File: src/rtl/regfile_pkg.sv
// Shared widths, command opcodes and sequencer state encoding for the
// register-file bulk-access sequencer.
package regfile_pkg;

   localparam int DATA_WIDTH = 32;
   localparam int ADDR_WIDTH = 5;
   localparam int NUM_REGS   = 2 ** ADDR_WIDTH;

   localparam logic OP_FILL = 1'b0;
   localparam logic OP_DUMP = 1'b1;

   typedef enum logic [2:0] {
      IDLE,
      FILL,
      DUMP_RD,
      DUMP_OUT,
      DONE
   } seq_state_t;

endpackage

File: src/rtl/regfile_dump_buf.sv
// Holding register for one dump beat: loads a register pair on capture and
// keeps it stable until the consumer takes it.
module regfile_dump_buf #(
   parameter int DATA_WIDTH = regfile_pkg::DATA_WIDTH,
   parameter int ADDR_WIDTH = regfile_pkg::ADDR_WIDTH
) (
   input  logic                  i_clk,
   input  logic                  i_rst_n,
   input  logic                  i_load,
   input  logic                  i_consume,
   input  logic [ADDR_WIDTH-1:0] i_index,
   input  logic [DATA_WIDTH-1:0] i_data_a,
   input  logic [DATA_WIDTH-1:0] i_data_b,
   output logic                  o_valid,
   output logic [ADDR_WIDTH-1:0] o_index,
   output logic [DATA_WIDTH-1:0] o_data_a,
   output logic [DATA_WIDTH-1:0] o_data_b
);

   logic                  r_valid;
   logic [ADDR_WIDTH-1:0] r_index;
   logic [DATA_WIDTH-1:0] r_data_a;
   logic [DATA_WIDTH-1:0] r_data_b;

   always_ff @(posedge i_clk or negedge i_rst_n) begin
      if (!i_rst_n) begin
         r_valid  <= 1'b0;
         r_index  <= '0;
         r_data_a <= '0;
         r_data_b <= '0;
      end else begin
         // A new capture wins over a consume; the FSM never asserts both.
         if (i_load) begin
            r_valid  <= 1'b1;
            r_index  <= i_index;
            r_data_a <= i_data_a;
            r_data_b <= i_data_b;
         end else if (i_consume) begin
            r_valid  <= 1'b0;
         end
      end
   end

   assign o_valid  = r_valid;
   assign o_index  = r_index;
   assign o_data_a = r_data_a;
   assign o_data_b = r_data_b;

endmodule

File: src/rtl/regfile_sequencer.sv
// Bulk-access master for the register file: FILL writes seed+index into
// registers 1..31, DUMP streams all registers out as pairs with backpressure.
module regfile_sequencer #(
   parameter int DATA_WIDTH = regfile_pkg::DATA_WIDTH,
   parameter int ADDR_WIDTH = regfile_pkg::ADDR_WIDTH
) (
   input  logic                  clock,
   input  logic                  ctrl_reset_n,
   input  logic                  cmd_valid,
   output logic                  cmd_ready,
   input  logic                  cmd_op,
   input  logic [DATA_WIDTH-1:0] cmd_seed,
   output logic                  rf_writeEnable,
   output logic [ADDR_WIDTH-1:0] rf_writeReg,
   output logic [DATA_WIDTH-1:0] rf_writeData,
   output logic [ADDR_WIDTH-1:0] rf_readRegA,
   output logic [ADDR_WIDTH-1:0] rf_readRegB,
   input  logic [DATA_WIDTH-1:0] rf_readDataA,
   input  logic [DATA_WIDTH-1:0] rf_readDataB,
   output logic                  dump_valid,
   input  logic                  dump_ready,
   output logic [ADDR_WIDTH-1:0] dump_index,
   output logic [DATA_WIDTH-1:0] dump_dataA,
   output logic [DATA_WIDTH-1:0] dump_dataB,
   output logic                  busy,
   output logic                  done
);

   import regfile_pkg::*;

   localparam logic [ADDR_WIDTH-1:0] LP_ONE       = ADDR_WIDTH'(1);
   localparam logic [ADDR_WIDTH-1:0] LP_TWO       = ADDR_WIDTH'(2);
   localparam logic [ADDR_WIDTH-1:0] LP_LAST_FILL = '1;
   localparam logic [ADDR_WIDTH-1:0] LP_LAST_PAIR = {{(ADDR_WIDTH-1){1'b1}}, 1'b0};

   seq_state_t            r_state;
   seq_state_t            w_state_nxt;
   logic [ADDR_WIDTH-1:0] r_cnt;
   logic [ADDR_WIDTH-1:0] w_cnt_nxt;
   logic [DATA_WIDTH-1:0] r_seed;
   logic [DATA_WIDTH-1:0] w_seed_nxt;
   logic                  w_capture;
   logic                  w_beat_acc;

   always_ff @(posedge clock or negedge ctrl_reset_n) begin
      if (!ctrl_reset_n) begin
         r_state <= IDLE;
         r_cnt   <= '0;
         r_seed  <= '0;
      end else begin
         r_state <= w_state_nxt;
         r_cnt   <= w_cnt_nxt;
         r_seed  <= w_seed_nxt;
      end
   end

   always_comb begin
      w_state_nxt    = r_state;
      w_cnt_nxt      = r_cnt;
      w_seed_nxt     = r_seed;
      w_capture      = 1'b0;
      w_beat_acc     = 1'b0;
      cmd_ready      = 1'b0;
      done           = 1'b0;
      rf_writeEnable = 1'b0;
      rf_writeReg    = '0;
      rf_writeData   = '0;
      rf_readRegA    = '0;
      rf_readRegB    = '0;

      case (r_state)
         IDLE: begin
            // Gated by reset so the command port reads as not-ready while held.
            cmd_ready = ctrl_reset_n;
            if (cmd_valid) begin
               w_seed_nxt = cmd_seed;
               if (cmd_op == OP_DUMP) begin
                  w_cnt_nxt   = '0;
                  w_state_nxt = DUMP_RD;
               end else begin
                  w_cnt_nxt   = LP_ONE;
                  w_state_nxt = FILL;
               end
            end
         end

         FILL: begin
            rf_writeEnable = 1'b1;
            rf_writeReg    = r_cnt;
            rf_writeData   = r_seed + DATA_WIDTH'(r_cnt);
            w_cnt_nxt      = r_cnt + LP_ONE;
            if (r_cnt == LP_LAST_FILL) begin
               w_state_nxt = DONE;
            end
         end

         DUMP_RD: begin
            rf_readRegA = r_cnt;
            rf_readRegB = r_cnt + LP_ONE;
            w_capture   = 1'b1;
            w_state_nxt = DUMP_OUT;
         end

         DUMP_OUT: begin
            if (dump_ready) begin
               w_beat_acc = 1'b1;
               if (r_cnt == LP_LAST_PAIR) begin
                  w_state_nxt = DONE;
               end else begin
                  w_cnt_nxt   = r_cnt + LP_TWO;
                  w_state_nxt = DUMP_RD;
               end
            end
         end

         DONE: begin
            done        = 1'b1;
            w_state_nxt = IDLE;
         end

         default: begin
            w_state_nxt = IDLE;
         end
      endcase
   end

   assign busy = (r_state != IDLE);

   regfile_dump_buf #(
      .DATA_WIDTH (DATA_WIDTH),
      .ADDR_WIDTH (ADDR_WIDTH)
   ) u_dump_buf (
      .i_clk     (clock),
      .i_rst_n   (ctrl_reset_n),
      .i_load    (w_capture),
      .i_consume (w_beat_acc),
      .i_index   (r_cnt),
      .i_data_a  (rf_readDataA),
      .i_data_b  (rf_readDataB),
      .o_valid   (dump_valid),
      .o_index   (dump_index),
      .o_data_a  (dump_dataA),
      .o_data_b  (dump_dataB)
   );

endmodule

File: config.mk
export PLATFORM = sky130hd
export DESIGN_NAME = regfile_sequencer
export DESIGN_NICKNAME = d
export VERILOG_FILES = /design/src/rtl/regfile_pkg.sv /design/src/rtl/regfile_dump_buf.sv /design/src/rtl/regfile_sequencer.sv
export SDC_FILE = /design/constraint.sdc
export NUM_CORES = 1
export LEC_CHECK = 0
export ABC_AREA = 1
export BUFFER_PORTS_ARGS = -buffer_cell sky130_fd_sc_hd__buf_2
export CORE_UTILIZATION = 25
export DETAILED_ROUTE_END_ITERATION = 7
export GPL_TIMING_DRIVEN = 0
export SYNTH_ARGS = -nofsm -noshare
export SYNTH_HDL_FRONTEND = slang
export SYNTH_SLANG_ARGS = --single-unit
File: constraint.sdc
create_clock -name clock -period 2.55 [get_ports clock]
set_input_delay 0.51 -clock clock [delete_from_list [all_inputs] [get_ports clock]]
set_output_delay 0.51 -clock clock [all_outputs]
set_load 0.01 [all_outputs]
==> flow_summary.ini <==
[setup_path]
worst-endpoint-required_ns = 2.04
worst_r2r_path_depth = 10
reg2reg_to = r_cnt[3]
cp_max_fo = 5
start_kind = register
r2r-start = r_cnt[0]
end_kind = primary output
arrival_ns = 2.16
ff2ff_setup_slack_ns = 0.75
critPathKind = reg2out

[clocking]
htreeDepth = 3
clk_latency_ns = 0.36
cts_root_buffer = clkbuf_16
cts_buffers = 9
clockBufferDepth = 2
cts_tree = built
clk_pin_slew_ns = 0.09
cts_sinks = 110

[power_and_ir_drop]
switchingPower_mw = 4.63
irDropWorstVdd_mv = 0.450
power.clock.fraction_pct = 14.8
p_leak_nw = 4.52
p_sw_share_pct = 45.6
p_int_mw = 5.51
power.density_nw_per_um2 = 1200
seqPwrFrac_pct = 32.5
p_comb_share_pct = 52.8
p_total_mw = 10.1

[sta]
rsz0062_at_grt = yes
fmax_mhz = 375
hold_violations = 0
timing.final.ws_setup_ns = -0.116
fin_crit_ns = 2.67
setup_violations = 14
fin_worst_skew_ns = 0.0161
slew_headroom_pct = 66.2
post-route-period-util_pct = 105
slew_viol_final = 0
worst_pin_slew_ns = 0.507

[yosys]
synth_top_area_share_pct = 46.6
synthDistinctLibCells = 31
yosysMostFrequentCell = nand2_1
seq_area_frac_synth_pct = 46.6
syn-mean-instance-area_um2 = 7.64
yosysWarnings = 0
synthTopCellsByCount = nand2_1 (324), dfrtp_1 (110), nor2_1 (100)
synthCells = 773
synth_top_cell_by_area = dfrtp_1
synth-main-ff-cell = dfrtp_1
synth_fp_nets = 884
synthTopCellsByArea = dfrtp_1 (47%), nand2_1 (21%), nor2_1 (6.4%)
async_flop_share_pct = 100
synth_edf_count = 0
syn_area_um2 = 5900
ys_seq_elements = 110

[floorplan]
fp.dieH_um = 156
start_util_pct = 25.8
core_area_um2 = 22900
dieArea_um2 = 24200
ioPinCount = 222
die_w_um = 156
rows = 55

[route]
top_layer_used = met5
drc = 0
drt_iter0_markers = 334
wl_met2_um = 9680
wl_met1_um = 8510
wl_met3_um = 1040
firstDrtPassIters = 5
ant_nets = 0
viasPerCell = 4.39
routed_wl_um = 19700
vias = 5936
routedWlPerCell_um = 14.6

[grt]
antenna_found_initial = 2
grt_usage_pct = 16.3
grt_pass1_wl_um = 30400
grt_overflow = 0
grt_pass1_vias = 5708
grt_max_degree = 62

[finish]
stdcell_count = 1351
syn2layout_area_growth_pct = 42.7
fill_cells = 2364
final_cell_area_um2 = 8420
drive_gt1_share_pct = 40.9
fin_nets = 1144
antenna_cells = 0

[run_status]
status = finished, violations left
violations = setup timing

[place]
io_buffers = 221
place_hpwl_um = 14700
dp_cells = 1308
gp_congestion = 0.868
dpl-instance-area_um2 = 7430

[hold_path]
holdCritPathClass = in2async

[flow_run]
maxCapViolations = 0
through the flow:
stage          setup slack, ns  hold slack, ns  utilization (%)  TNS (ns)
4_1_cts                 -0.119          0.0867             35.3    -0.700
2_1_floorplan            0.291           0.214                -         0
3_5_place_dp            -0.325           0.453             32.4     -1.09
5_1_grt                 -0.222          0.0948             36.7     -2.71
3_3_place_gp            -0.937           0.450             32.3    -64.81
6_report                -0.116          0.0708             36.7    -0.979
flip-flops by register name (all words and copies together), names as in the netlist:
signal and cells:
r_seed 32, u_dump_buf.o_valid 1, u_dump_buf.o_data_a 32, u_dump_buf.o_data_b 32, r_cnt 5, u_dump_buf.o_index 5, r_state 3
logic make-up after synthesis:
group	after synthesis	share of synthesized area [%]
multiplexers	21	5.09
flip-flops	110	46.6
buffers and inverters	78	5.87
XOR/XNOR	4	0.594
AO/OA/AOI/OAI	61	5.89
adder cells (fa/ha/maj)	10	2.25
AND/OR/NAND/NOR	489	33.7
power groups by stage:
stage | sequential (mW) | combinational, mW | clock, mW
finish | 3.29 | 5.35 | 1.50
floorplan | 3.39 | 2.61 | 0
global route | 3.40 | 5.92 | 1.61
detailed placement | 3.26 | 4.61 | 0
global placement | 3.25 | 4.52 | 0
CTS | 3.26 | 5.01 | 1.55
per-layer routing:
layer / global-route usage (%) / up-vias
met5: 0 / -
met1: 20.5 / 2786
met4: 5.23 / 4
li1: - / 2924
met2: 27.8 / 192
met3: 3.44 / 30
worst max-delay path by stage:
stage,start,end,slack [ns],depth (start not counted)
6_report,r_seed[0],rf_writeData[12],-0.12,11
5_1_grt,r_seed[0],rf_writeData[28],-0.22,13
4_1_cts,r_seed[0],rf_writeData[28],-0.12,12
3_5_place_dp,r_cnt[0],rf_writeData[28],-0.33,12
3_3_place_gp,ctrl_reset_n,cmd_ready,-0.94,4
2_1_floorplan,r_cnt[0],rf_writeData[20],0.29,12
what timing repair did:
| item | 4_1_cts | 5_1_grt |
|---|---|---|
| endpoints found under the setup margin | 30 | 29 |
| gates resized for setup | 54 | 67 |
| cloned | 2 | 0 |
| pin swaps | 18 | 30 |
| hold buffers | 0 | 0 |
| setup buffers | 16 | 10 |
layout by cell type, fill, tap and decap left out, types with 2 or more instances in the layout:
master / instances
ha_4: 5
mux2_2: 4
dfrtp_1: 102
nand2_4: 13
nor2_2: 21
nand3_4: 7
inv_2: 8
nand2_2: 18
nand2_1: 299
a21oi_2: 13
dfrtp_2: 8
nand4_1: 3
o21ai_1: 9
mux2_4: 17
inv_6: 3
nand3_1: 22
xnor2_1: 2
ha_1: 4
nor2_1: 84
o21ai_0: 20
clkbuf_1: 3
nor2_4: 7
a21oi_1: 16
buf_4: 22
buf_6: 12
buf_2: 234
nand3_2: 11
clkbuf_16: 9
nor3_1: 2
clkinv_8: 3
inv_1: 44
layout make-up:
cell class              instances  area [um2]  area share, %
clock inverters                 7        91.3           1.08
repair buffers                248        1360           16.2
plain buffers                  25         156           1.86
flip-flops and latches        110        2760           32.8
multi-input cells             586        3230           38.4
inverters                      53         201           2.39
well taps                     313         392           4.65
clock buffers                   9         225           2.67
critical path, stage by stage (launching register included):
cell and delay [ns]:
dfrtp_1 0.40, ha_4 0.15, inv_2 0.03, fa_2 0.35, inv_4 0.10, nand2_4 0.05
nand2_4 0.08, nand2_4 0.06, o21ai_4 0.19, nor2_1 0.07, nor2_1 0.15, buf_2 0.16
No activity file was read; power rests on OpenSTA's default activity.
